### config.mk
export PLATFORM = sky130hd
export DESIGN_NAME = alu_result_fifo
export DESIGN_NICKNAME = d
export VERILOG_FILES = /design/src/rtl/alu_result_fifo.sv
export SDC_FILE = /design/constraint.sdc
export NUM_CORES = 1
export LEC_CHECK = 0
export ABC_CLOCK_PERIOD_IN_PS = 2400
export CAP_MARGIN = 25
export CORE_UTILIZATION = 51
export DETAILED_ROUTE_END_ITERATION = 16
export PLACE_DENSITY = 0.77
export RECOVER_POWER = 25
export SLEW_MARGIN = 10
export SYNTH_ARGS = -nofsm -noshare
export SYNTH_HDL_FRONTEND = slang
export SYNTH_SLANG_ARGS = --single-unit
### constraint.sdc
create_clock -name clk -period 2.4 [get_ports clk]
set_input_delay 0.48 -clock clk [delete_from_list [all_inputs] [get_ports clk]]
set_output_delay 0.48 -clock clk [all_outputs]
set_load 0.005 [all_outputs]
### src/rtl/alu_result_fifo.sv
// Show-ahead FIFO buffering ALU results {sel, ret} for a valid/ready consumer.
// Tracks occupancy, a sticky overflow flag and a wrapping accepted-push counter.
module alu_result_fifo #(
  parameter int DATA_W = 5,
  parameter int TAG_W  = 3,
  parameter int DEPTH  = 4,
  parameter int ACC_W  = 8,
  localparam int PTR_W = $clog2(DEPTH),
  localparam int CNT_W = $clog2(DEPTH) + 1
) (
  input  logic              clk,
  input  logic              rst,
  input  logic              in_valid,
  input  logic [DATA_W-1:0] in_data,
  input  logic [TAG_W-1:0]  in_sel,
  output logic              in_ready,
  output logic              out_valid,
  output logic [DATA_W-1:0] out_data,
  output logic [TAG_W-1:0]  out_sel,
  input  logic              out_ready,
  output logic [CNT_W-1:0]  count,
  output logic              overflow,
  input  logic              clr_ovf,
  output logic [ACC_W-1:0]  accepted
);

  localparam int ENTRY_W = TAG_W + DATA_W;

  logic [ENTRY_W-1:0] mem [DEPTH];

  logic [PTR_W-1:0] wr_ptr_reg;
  logic [PTR_W-1:0] rd_ptr_reg;
  logic [CNT_W-1:0] count_reg;
  logic             overflow_reg;
  logic [ACC_W-1:0] accepted_reg;

  logic full;
  logic empty;
  logic push;
  logic pop;
  logic drop;
  logic [ENTRY_W-1:0] head;

  // Flags come only from the registered count, so out_ready never reaches in_ready.
  assign full  = (count_reg == CNT_W'(DEPTH));
  assign empty = (count_reg == '0);
  assign push  = in_valid & ~full;
  assign pop   = out_ready & ~empty;
  assign drop  = in_valid & full;

  always_ff @(posedge clk) begin
    if (push) begin
      mem[wr_ptr_reg] <= {in_sel, in_data};
    end
  end

  always_ff @(posedge clk or posedge rst) begin
    if (rst) begin
      wr_ptr_reg   <= '0;
      rd_ptr_reg   <= '0;
      count_reg    <= '0;
      overflow_reg <= 1'b0;
      accepted_reg <= '0;
    end else begin
      if (push) begin
        wr_ptr_reg   <= wr_ptr_reg + PTR_W'(1);
        accepted_reg <= accepted_reg + ACC_W'(1);
      end
      if (pop) begin
        rd_ptr_reg <= rd_ptr_reg + PTR_W'(1);
      end
      if (push && !pop) begin
        count_reg <= count_reg + CNT_W'(1);
      end else if (pop && !push) begin
        count_reg <= count_reg - CNT_W'(1);
      end
      // A dropped write in the same cycle as a clear leaves the flag set.
      if (drop) begin
        overflow_reg <= 1'b1;
      end else if (clr_ovf) begin
        overflow_reg <= 1'b0;
      end
    end
  end

  assign head      = mem[rd_ptr_reg];
  assign in_ready  = ~full;
  assign out_valid = ~empty;
  assign out_data  = empty ? '0 : head[DATA_W-1:0];
  assign out_sel   = empty ? '0 : head[ENTRY_W-1:DATA_W];
  assign count     = count_reg;
  assign overflow  = overflow_reg;
  assign accepted  = accepted_reg;

endmodule

## Word level (Yosys, flattened, before mapping)

Memories as Yosys holds them, arrays and structs flattened.
Index checks and enable logic that the tools add are counted.
Widths: inputs -> output; s select.

| word-level totals | value |
|---|---|
| output and inout port bits | 22 |
| input bits | 13 |
| latch bits | 0 |
| bits in read-only memories | 0 |
| word-level logic and storage cells | 32 |
| register bits after elaboration | 16 |
| memory bits (writable) | 32 |
| memories | 1 |

| cells by class | value |
|---|---|
| shift-type cells | 0 |
| muxes and demuxes | 8 |
| equal/unequal tests | 1 |
| multipliers | 0 |
| divide/modulo/power cells | 0 |
| add/sub/neg operators | 5 |
| reduce and logical (&&, ||, !) cells | 7 |
| $lt $le $gt $ge | 0 |
| bitwise logic cells | 5 |

Memory list:

| name | depth | width | rd ports | clocked after memory_dff | write ports | RTL line | source |
|---|---|---|---|---|---|---|---|
| mem | 4 | 8 | 1 | 0 | 1 | 29 | `logic [ENTRY_W-1:0] mem [DEPTH];` |

Operator list:

| kind | number |
|---|---|
| $mux 3 | 3 |
| $add 8x1->8 const B | 1 |
| $mux 5 | 1 |
| $add 2x1->2 const B | 2 |
| $mux 1 | 4 |
| $reduce_bool 2->1 | 2 |
| $add 3x1->3 const B | 1 |
| $and 1x1->1 | 3 |
| $eq 3x3->1 const B | 1 |
| $logic_not 3->1 | 1 |
| $sub 3x1->3 const B | 1 |
| $logic_and 1x1->1 | 2 |
| $logic_not 1->1 | 2 |
| $not 1->1 | 2 |

## Longest topological paths before layout

| depth | value |
|---|---|
| depth in word-level cells | 7 |
| gate-level depth with buffers | 10 |
| mapped depth without buffers | 9 |

## Worst setup path before layout

OpenSTA, ideal clock, no wires.

| timing | value |
|---|---|
| path type | register to register |
| start point | register count_reg[0] (netlist: count[0]) |
| end point | register count_reg[1] (netlist: count[1]) |
| setup slack | 247 ps |
| stages on the path, launching flop included | 9 |
| arrival | 2029 ps |
| buffers on the path | 1 |
| library setup time | 125 ps |
| period minus slack after synthesis | 2153 ps |
| data required time | 2275 ps |
| path through | dfrtp_1 nor3b_4 inv_2 and2_4 buf_6 ha_1 inv_1 fa_1 mux2_2 |

| on the way | value |
|---|---|
| cells in the longest elaborated chain, start to end | 6 |
| elaborated cells on any way between the ends | 15 |
| classes of those cells | add/sub: 2; eq/ne: 1; mux: 2; bitwise: 4; reduce/logical: 6 |

RTL lines:

| item | RTL line | source |
|---|---|---|
| start, declared | 33 | `logic [CNT_W-1:0] count_reg;` |
| start signal, assigned | 73 | `count_reg <= count_reg + CNT_W'(1);` |
| start signal, assigned | 75 | `count_reg <= count_reg - CNT_W'(1);` |
| $eq 3x3->1 * | 45 | `assign full = (count_reg == CNT_W'(DEPTH));` |
| $not 1->1 * | n/a |  |
| named net in_ready | 16 | `output logic in_ready,` |
| $and 1x1->1 * | 47 | `assign push = in_valid & ~full;` |
| named net push | 39 | `logic push;` |
| $logic_not 1->1 | 74 | `end else if (pop && !push) begin` |
| $logic_and 1x1->1 | 74 |  |
| $reduce_bool 2->1 (no source line) | n/a |  |

Mark *: on every way through the listed nets, which the timed path passes. The rest lies on a longest branch. The select of a mux whose other input is x is not followed.
A chain may end at the register's enable or synchronous reset.

## Worst setup path after layout

| timing | value |
|---|---|
| start point | register rd_ptr_reg[0] |
| end point | output out_data[0] |

| on the way | value |
|---|---|
| cells in the longest elaborated chain, start to end | 2 |

RTL lines:

| item | RTL line | source |
|---|---|---|
| start, declared | 32 | `logic [PTR_W-1:0] rd_ptr_reg;` |
| start signal, assigned | 70 | `rd_ptr_reg <= rd_ptr_reg + PTR_W'(1);` |
| $mem_v2 4x8 | n/a |  |
| $mux 5 | 89 | `assign out_data = empty ? '0 : head[DATA_W-1:0];` |
| end, declared | 18 | `output logic [DATA_W-1:0] out_data,` |

No other way between the ends.

==> flow_summary.ini <==
[synthesis]
synth_seq_cells = 48
yosysWarnings = 0
yosysSeqAreaShare_pct = 66.79
syn_inst = 122
yosysUniqueCellTypes = 26
ys_top_cells_by_area = edfxtp_1 47%, dfrtp_1 20%, mux4_2 8.8%
syn_area_per_cell_sq_um = 16.71
synth_top_cell_area_share_pct = 47.15
yosysTopAreaCell = edfxtp_1
syn_area_sq_um = 2038
syn_nets = 142

[die]
core_area_sq_um = 3744
start_util_pct = 54.45
fp.dieW_um = 65.22
dieArea_sq_um = 4253
fp.dieH_um = 65.22
rows = 22
io_pins = 35

[job]
cap_violations = 0

[pwr]
clock_power_share_pct = 15.6
p_per_area_nw_per_um2 = 1199
switching_share_pct = 30.20
p_leak_nw = 1.042
ir_drop_uv = 816.4
p_total_w = 0.003125
p_switching_w = 0.0009439
p_int_w = 0.002181
comb_power_share_pct = 41.7
p_seq_share_pct = 42.6

[place]
port_buffers = 34
placed_area_sq_um = 2434
hpwl_um = 2497
place.gp.congestion = 0.7293

[drt]
wire_per_inst_um = 16.33
drt_first_pass_iters = 4
vias_per_cell = 5.280
first_iter_violations = 42
drc = 0
vias = 1151
drt-total-wl_um = 3561
final_antenna_net_count = 0

[finish]
fin_nets = 189
syn_to_final_growth_pct = 27.93
fin_area_sq_um = 2608
largest_reg_flops = 32
final_util_pct = 69.65
fillers = 274
antenna_cells = 0
drive_above_1_share_pct = 21.18

[setup_path]
crit_arrival_ns = 1.85
startpoint = rd_ptr_reg[0]
cp_max_fo = 4
cp-start-kind = flop
rr_startpoint = count[0]
end_kind = output pin
crit_type = flop to output pin
required_ns = 1.92

[timing]
finalCriticalPeriod_ns = 2.331
fin_crit_sh_pct = 97.11
max_freq_ghz = 0.4291
report.final.setup_viol = 0
hold_violations = 0
tightest_slew_ns = 0.6005
maxSlewHeadroom_pct = 59.92
skew_ns = 0.005426
drv_slew = 0
rsz0062_at_grt = no
tns_ns = 0

[clocking]
cts_tree = built
htree_levels = 2
cts_inserted_buffers = 5
clk_pin_slew_ns = 0.08
max-clock-path-buffers = 2
clk_latency_ns = 0.29
holdBufCountCts = 0
clockRootBuffer = clkbuf_8
clkSinkCount = 48

[global_route]
grt_usage_pct = 19.34
antenna_found_initial = 0
grt_max_degree = 17
grt_pass1_wl_um = 5775
grt_overflow_total = 0
grt_pass1_vias = 1138

[min_path]
hold_path_class = flop to flop
worstHoldStart = accepted[7]

[run_status]
status = completed
## cells in the mapped netlist (all sizes together)
master,instances
and4,1
nor3b,1
xor2,5
clkbuf,3
nor2,2
and2,9
ha,6
nor3,1
edfxtp,32
o21ai,1
mux2,3
nand4,2
mux4,8
nand2,4
and3,6
xnor2,8
fa,1
or3,2
dfrtp,16
buf,2
nand3,3
inv,6
## logic make-up after synthesis
| logic type | synth area share, % |
|---|---|
| buffers and inverters | 2.455 |
| DFF | 66.79 |
| adders and majority gates | 4.665 |
| muxes | 10.87 |
| AOI/OAI and AO/OA | 0.2453 |
| xor gates and xnor gates | 5.586 |
| and+or+nand+nor | 9.392 |
## per-layer routing
metal  routed length, um  vias to the layer above  track usage, %  part of all wire (%)
li1                    -                      533               -                     -
met1                1441                      577           24.73                    40
met2                1861                       37           31.44                    52
met3                 229                        4           5.903                   6.4
met4                  28                        0           6.522                  0.79
met5                   0                        -               0                     0
## power groups by stage
stage          combinational (W)  clock [W]  sequential [W]
3_5_place_dp             0.00126          0         0.00134
5_1_grt                  0.00141   0.000532         0.00137
6_report                 0.00130   0.000489         0.00133
2_1_floorplan           0.000710          0         0.00128
4_1_cts                  0.00128   0.000494         0.00133
3_3_place_gp             0.00122          0         0.00132
## metrics by stage
| stage | worst slack, ns | hold WS, ns | std cells |
|---|---|---|---|
| after detailed placement | 0.01790 | 0.4780 | 202 |
| after global placement | 0.1522 | 0.4604 | 202 |
| after global routing | 0.008829 | 0.5046 | 218 |
| after CTS | 0.0008284 | 0.4905 | 213 |
| final | 0.06938 | 0.4880 | 218 |
| after floorplan | 0.2467 | 0.3937 | 122 |
## final cells by class
| cell class | count | area, sq um | share of cell area [%] |
|---|---|---|---|
| Sequential cell | 48 | 1364 | 52.30 |
| Multi-Input combinational cell | 63 | 631.9 | 24.23 |
| Timing Repair Buffer | 45 | 431.7 | 16.55 |
| Clock buffer | 6 | 82.58 | 3.167 |
| Tap cell | 48 | 60.06 | 2.303 |
| Inverter | 6 | 22.52 | 0.8637 |
| Clock inverter | 2 | 15.01 | 0.5758 |
## cells in the final DEF, fill, tap and decap left out, drive strengths merged, types with 3 or more instances in the layout
cell / synthesis / final
dfrtp: 16 / 16
dlymetal6s2s: 0 / 3
clkdlybuf4s50: 0 / 18
nand3: 3 / 3
dlygate4sd3: 0 / 8
nand2: 4 / 4
inv: 6 / 6
xor2: 5 / 5
dlygate4sd2: 0 / 5
mux4: 8 / 8
and3: 6 / 6
xnor2: 8 / 8
mux2: 3 / 3
clkbuf: 3 / 6
edfxtp: 32 / 32
ha: 6 / 6
buf: 2 / 11
and2: 9 / 9
## path summary, 6_finish.rpt
| path | to | slack (ns) | depth (start not counted) |
|---|---|---|---|
| worst max-delay path | out_data[0] | 0.07 | 5 |
| worst min-delay path | accepted[7] | 0.49 | 1 |
| worst max register to register | count[1] | 0.15 | 7 |
| worst min register to register | accepted[7] | 0.49 | 1 |
| max in group asynchronous | rd_ptr_reg[1] | 1.41 | 2 |
| min in group asynchronous | count[1] | 0.56 | 2 |
## worst max-delay path, stage by stage, from the launching register on
cell	delay, ns
dfrtp_1	0.40
buf_6	0.13
buf_4	0.11
mux4_2	0.49
and2_1	0.17
dlygate4sd2_1	0.26
## what timing repair did
item,4_1_cts,5_1_grt
hold endpoints to repair,0,0
pin swaps,0,0
resized for setup,8,5
buffers inserted,3,5
endpoints found under the setup margin,9,3
Power figures use the tool's default switching activity.
